<file path="src/rtl/pipeline_pkg.sv">
// pipeline_pkg: shared fetch-stage types and constants for the RV32I pipeline
package pipeline_pkg;
  localparam int XLEN = 32;
  localparam logic [XLEN-1:0] NOP_INSN = 32'h0000_0013;
  typedef enum logic [1:0] {S_IDLE, S_FETCH, S_HOLD, S_KILL} fetch_state_e;
  typedef struct packed {
    logic [XLEN-1:0] instr;
    logic [XLEN-1:0] pc;
    logic            valid;
  } ifid_t;
endpackage

</file>
<file path="src/rtl/ifid_reg.sv">
// ifid_reg: IF/ID pipeline entry with flush/load/hold, also used as the skid slot
module ifid_reg
  import pipeline_pkg::*;
#(
  parameter int AW = 32,
  parameter int DW = 32,
  parameter logic [AW-1:0] RST_PC = '0,
  parameter logic [DW-1:0] NOP = pipeline_pkg::NOP_INSN
) (
  input  logic          clk,
  input  logic          reset,
  input  logic          flush_i,
  input  logic          load_i,
  input  logic [AW-1:0] flush_pc_i,
  input  logic [DW-1:0] instr_i,
  input  logic [AW-1:0] pc_i,
  output logic [DW-1:0] instr_o,
  output logic [AW-1:0] pc_o,
  output logic          valid_o
);
  logic [DW-1:0] instr_q;
  logic [AW-1:0] pc_q;
  logic          valid_q;
  // flush wins over load; otherwise the entry holds
  always_ff @(posedge clk or posedge reset)
    if (reset) begin
      instr_q <= NOP;
      pc_q    <= RST_PC;
      valid_q <= 1'b0;
    end else if (flush_i) begin
      instr_q <= NOP;
      pc_q    <= flush_pc_i;
      valid_q <= 1'b0;
    end else if (load_i) begin
      instr_q <= instr_i;
      pc_q    <= pc_i;
      valid_q <= 1'b1;
    end
  assign instr_o = instr_q;
  assign pc_o    = pc_q;
  assign valid_o = valid_q;
endmodule

</file>
<file path="src/rtl/if_fetch_stage.sv">
// if_fetch_stage: PC owner and Wishbone classic instruction fetcher feeding IF/ID
module if_fetch_stage
  import pipeline_pkg::*;
#(
  parameter int ADDR_WIDTH = 32,
  parameter int DATA_WIDTH = 32,
  parameter logic [ADDR_WIDTH-1:0] PC_ADDR = 32'h8000_0000,
  parameter logic [DATA_WIDTH-1:0] NOP_INSN = pipeline_pkg::NOP_INSN
) (
  input  logic                    clk,
  input  logic                    reset,
  input  logic                    stall_i,
  input  logic                    redirect_i,
  input  logic [ADDR_WIDTH-1:0]   redirect_pc_i,
  output logic                    wb_cyc_o,
  output logic                    wb_stb_o,
  output logic                    wb_we_o,
  output logic [DATA_WIDTH/8-1:0] wb_sel_o,
  output logic [ADDR_WIDTH-1:0]   wb_adr_o,
  input  logic                    wb_ack_i,
  input  logic [DATA_WIDTH-1:0]   wb_dat_i,
  output logic [DATA_WIDTH-1:0]   ifid_instr_o,
  output logic [ADDR_WIDTH-1:0]   ifid_pc_o,
  output logic                    ifid_valid_o
);
  fetch_state_e          state_q;
  logic [ADDR_WIDTH-1:0] pc_q, adr_q, pc_inc, tgt, skid_pc;
  logic [DATA_WIDTH-1:0] skid_instr;
  logic                  skid_valid, fetch_ack, skid_drain, ifid_load, skid_load;
  assign pc_inc     = pc_q + ADDR_WIDTH'(4);
  assign tgt        = {redirect_pc_i[ADDR_WIDTH-1:2], 2'b00};
  assign fetch_ack  = state_q == S_FETCH && wb_ack_i;
  assign skid_drain = state_q == S_HOLD && !stall_i;
  assign ifid_load  = !redirect_i && ((fetch_ack && !stall_i) || (skid_drain && skid_valid));
  assign skid_load  = !redirect_i && fetch_ack && stall_i;
  // redirect overrides everything; an unacked request is finished in KILL and its data dropped
  always_ff @(posedge clk or posedge reset)
    if (reset) begin
      state_q <= S_IDLE;
      pc_q    <= PC_ADDR;
      adr_q   <= PC_ADDR;
    end else if (redirect_i) begin
      pc_q <= tgt;
      if ((state_q == S_FETCH || state_q == S_KILL) && !wb_ack_i) state_q <= S_KILL;
      else begin
        state_q <= S_FETCH;
        adr_q   <= tgt;
      end
    end else
      case (state_q)
        S_IDLE: begin
          state_q <= S_FETCH;
          adr_q   <= pc_q;
        end
        S_FETCH: if (wb_ack_i) begin
          pc_q  <= pc_inc;
          adr_q <= pc_inc;
          if (stall_i) state_q <= S_HOLD;
        end
        S_HOLD: if (!stall_i) begin
          state_q <= S_FETCH;
          adr_q   <= pc_q;
        end
        default: if (wb_ack_i) begin
          state_q <= S_FETCH;
          adr_q   <= pc_q;
        end
      endcase
  ifid_reg #(
    .AW(ADDR_WIDTH), .DW(DATA_WIDTH), .RST_PC(PC_ADDR), .NOP(NOP_INSN)
  ) u_ifid (
    .clk(clk), .reset(reset), .flush_i(redirect_i), .load_i(ifid_load),
    .flush_pc_i(redirect_pc_i),
    .instr_i(skid_drain ? skid_instr : wb_dat_i),
    .pc_i(skid_drain ? skid_pc : pc_q),
    .instr_o(ifid_instr_o), .pc_o(ifid_pc_o), .valid_o(ifid_valid_o)
  );
  ifid_reg #(
    .AW(ADDR_WIDTH), .DW(DATA_WIDTH), .RST_PC(PC_ADDR), .NOP(NOP_INSN)
  ) u_skid (
    .clk(clk), .reset(reset), .flush_i(redirect_i || skid_drain), .load_i(skid_load),
    .flush_pc_i(pc_q), .instr_i(wb_dat_i), .pc_i(pc_q),
    .instr_o(skid_instr), .pc_o(skid_pc), .valid_o(skid_valid)
  );
  assign wb_cyc_o = state_q == S_FETCH || state_q == S_KILL;
  assign wb_stb_o = wb_cyc_o;
  assign wb_we_o  = 1'b0;
  assign wb_sel_o = '1;
  assign wb_adr_o = adr_q;
endmodule
</file>
<file path="config.mk">
export PLATFORM = sky130hd
export DESIGN_NAME = if_fetch_stage
export DESIGN_NICKNAME = d
export VERILOG_FILES = /design/src/rtl/pipeline_pkg.sv /design/src/rtl/ifid_reg.sv /design/src/rtl/if_fetch_stage.sv
export SDC_FILE = /design/constraint.sdc
export NUM_CORES = 1
export LEC_CHECK = 0
export BUFFER_PORTS_ARGS = -buffer_cell sky130_fd_sc_hd__buf_2
export CAP_MARGIN = 10
export CORE_MARGIN = 2
export CORE_UTILIZATION = 60
export DETAILED_ROUTE_END_ITERATION = 10
export HOLD_SLACK_MARGIN = 0.15
export MAX_ROUTING_LAYER = met4
export PLACE_DENSITY_LB_ADDON = 0.05
export SETUP_SLACK_MARGIN = 0.3
export SLEW_MARGIN = 30
export SYNTH_ARGS = -nofsm -noshare
export SYNTH_HDL_FRONTEND = slang
export SYNTH_SLANG_ARGS = --single-unit
</file>
<file path="constraint.sdc">
create_clock -name clk -period 13.3 [get_ports clk]
set_input_delay 1.995 -clock clk [delete_from_list [all_inputs] [get_ports clk]]
set_output_delay 1.995 -clock clk [all_outputs]
set_load 0.1 [all_outputs]
</file>
==> impl_metrics.env <==
export IMPL_outcome="completed"
export IMPL_p_per_area_nw_per_um2=169
export IMPL_timing_reg2reg_setup_slack_ns=10.10
export IMPL_drc=0
export IMPL_route_antenna_remaining_nets=0
export IMPL_cp_end_kind="register"
export IMPL_cts_tree="done"
export IMPL_placement_setup_worst_slack_ns=8.46
export IMPL_post_synth_num_cell_types=55
export IMPL_max_cap_violations=0
export IMPL_cts_buffer_depth=2
export IMPL_grt_max_degree=113
export IMPL_synth_area_top_cells="dfrtp_1 (51%), nor2_1 (6.3%), a221oi_1 (4.6%)"
export IMPL_starting_utilization_of_the_core_area_pct=61.6
export IMPL_synth_most_common_cell="dfrtp_1"
export IMPL_largest_driver_fanout_on_the_critical_path=65
export IMPL_post_drt_via_cell_ratio=6.35
export IMPL_die_height_um=126
export IMPL_timing_max_transition_violations_final=0
export IMPL_setup_clock_skew_after_layout_ns=0.00622
export IMPL_worstSkewPairLatency_ns=0.43
export IMPL_rows=44
export IMPL_global_route_wire_length_before_repair_um=38100
export IMPL_area_delta_synth_final_pct=16.3
export IMPL_dr_pass1_iters=9
export IMPL_synth_top_cell_area_share_pct=50.6
export IMPL_finalWorstSetupSlack_ns=8.83
export IMPL_crit_arrival_ns=4.78
export IMPL_worst_slew_pin_transition_ns=0.912
export IMPL_design_final_nets=1055
export IMPL_max_slew_margin_rel_pct=39.1
export IMPL_placement_io_buffers=167
export IMPL_finalSetupViolations=0
export IMPL_synth_cells_most_frequent="dfrtp_1 (181), nor2_1 (150), clkbuf_1 (54)"
export IMPL_yosys_most_used_dff="dfrtp_1"
export IMPL_wl_um=23500
export IMPL_detail_route_wl_per_cell_um=19.8
export IMPL_finalWeightedCongestion=0.885
export IMPL_drt_iter0_drc=716
export IMPL_synthesized_instance_count=873
export IMPL_cp_data_required_time_ns=13.61
export IMPL_achievable_clock_frequency_ghz=0.224
export IMPL_numCtsBuffers=17
export IMPL_timing_hold_violations_final=0
export IMPL_cts_hold_buf=0
export IMPL_final_min_period_over_clock_period_pct=33.6
export IMPL_syn_avg_cell_area_um2=10.2
export IMPL_pin_count=173
export IMPL_clk_pin_slew_worst_paths_ns=0.07
export IMPL_holdCritPathClass="register to register"
export IMPL_grt_overflow_total=0
export IMPL_post_cts_setup_buffers=0
export IMPL_htree_num_levels=4
export IMPL_path_class="input port to register"
export IMPL_final_period_minus_worst_setup_slack_ns=4.47
export IMPL_fp_coreArea_um2=14500
export IMPL_final_layout_size_suffix_gt1_share_pct=27.2
export IMPL_grt_setup_unrepaired="false"
export IMPL_postSynth_asyncResetShare_pct=100
export IMPL_cts_repair_resize_count=0
export IMPL_max_vdd_ir_drop_mv=0.101
export IMPL_hpwlAfterDp_um=15400
export IMPL_power_static_leakage_nw=4.48
export IMPL_final_setup_tns_ns=0
export IMPL_category_of_the_worst_setup_path_launch_point="input port"
export IMPL_fin_util_pct=71.6
export IMPL_cts_root_buf="clkbuf_16"
export IMPL_synth_largest_area_cell="dfrtp_1"
export IMPL_vias=7523
export IMPL_synth_edf_count=0
export IMPL_dieWidth_um=126
export IMPL_track_usage_pct=30.9
export IMPL_dieArea_um2=15900
export IMPL_synth_warning_count=0
export IMPL_grt_pass1_vias=7471
export IMPL_synth_sequential_area_ratio_pct=53.6
export IMPL_synth_seq_cells=191
export IMPL_clkSinkCount=191
export IMPL_syn_area_um2=8950
export IMPL_grt_antenna_before_repair=1
==> logic make-up (layout without fill, tap and decap cells) <==
group                      Yosys count  count (layout)  share of synthesized area (%)
and+or+nand+nor                    283             283                           14.6
AOI/OAI and AO/OA                  214             214                           17.5
DFF                                191             191                           53.6
buffers and inverters               95             217                           4.62
xor gates and xnor gates            50              50                           4.90
muxes                               37              37                           4.59
other                                2               7                         0.0839
adders and majority gates            1               1                          0.140
==> per-stage QoR <==
step / hold WS, ns / area (um^2) / power (mW) / std cells
6_report: 0.473 / 10400 / 1.76 / 1184
5_1_grt: 0.496 / 10400 / 1.82 / 1183
4_1_cts: 0.476 / 10400 / 1.76 / 1181
3_5_place_dp: 0.461 / 9790 / 1.25 / 1149
3_3_place_gp: 0.459 / 9750 / 1.24 / 1148
2_1_floorplan: 0.450 / 8960 / 1.15 / 876
==> flip-flops by register name (all words and copies together) (netlist names) <==
signal          count
u_ifid.valid_o      1
u_skid.instr_o     32
wb_adr_o           31
u_skid.valid_o      1
state_q             2
u_ifid.pc_o        32
u_skid.pc_o        30
pc_q               30
u_ifid.instr_o     32
==> routing by layer <==
metal  global-route usage, %  share of wire, %  vias to the layer above
met5                       -                 0                        -
met4                    12.5               2.7                        0
met2                    47.5                48                      390
met1                    42.0                43                     3704
met3                    4.16               7.0                       56
li1                        -                 -                     3373
==> critical path, stage by stage <==
cell      delay [ns]
buf_2           0.08
buf_4           0.59
nand2b_1        0.33
nor2_4          0.22
nor2_4          0.55
buf_4           0.55
mux2_2          0.41
==> final cells by class <==
class | instances | area, um^2
antenna | 2 | 5.00
clock buffer | 19 | 453
clock inverter | 13 | 138
fill | 1108 | 4130
inverter | 6 | 30.0
multi-input combinational | 590 | 3800
sequential | 191 | 4790
tap | 184 | 230
timing repair buffer | 179 | 958
==> final timing paths <==
| kind | start | to | depth (start not counted) |
|---|---|---|---|
| max reg2reg | state_q[0] | u_skid.pc_o[22] | 5 |
| min | wb_adr_o[6] | wb_adr_o[6] | 2 |
| min in group asynchronous | reset | u_skid.instr_o[26] | 2 |
| max | redirect_i | u_skid.pc_o[22] | 7 |
| max in group asynchronous | reset | u_skid.instr_o[4] | 4 |
| min reg2reg | wb_adr_o[6] | wb_adr_o[6] | 2 |
==> cells in the final DEF (no fill, tap or decap), types with 7 or more instances in the layout <==
master / Yosys / layout
xor2_1: 13 / 13
a221oi_1: 47 / 47
nor2_1: 150 / 145
a22oi_1: 8 / 8
dfstp_2: 10 / 10
mux2_2: 32 / 32
a222oi_1: 23 / 23
o22ai_1: 8 / 8
o21ai_0: 22 / 21
dfrtp_1: 181 / 181
a21oi_1: 48 / 48
a31oi_1: 7 / 7
nor3_1: 18 / 17
nand3_1: 18 / 18
xnor2_1: 37 / 37
a22o_1: 27 / 27
clkbuf_16: 0 / 17
nand2_1: 45 / 45
buf_2: 17 / 167
nand4_1: 13 / 13
buf_4: 7 / 10
==> report_power, final <==
group | switching, mW | total [mW] | internal (mW)
sequential | 0.0574 | 0.708 | 0.651
clock | 0.228 | 0.516 | 0.287
combinational | 0.426 | 0.534 | 0.107
total | 0.712 | 1.76 | 1.05
Note: power is estimated with default switching activity, not from simulation.
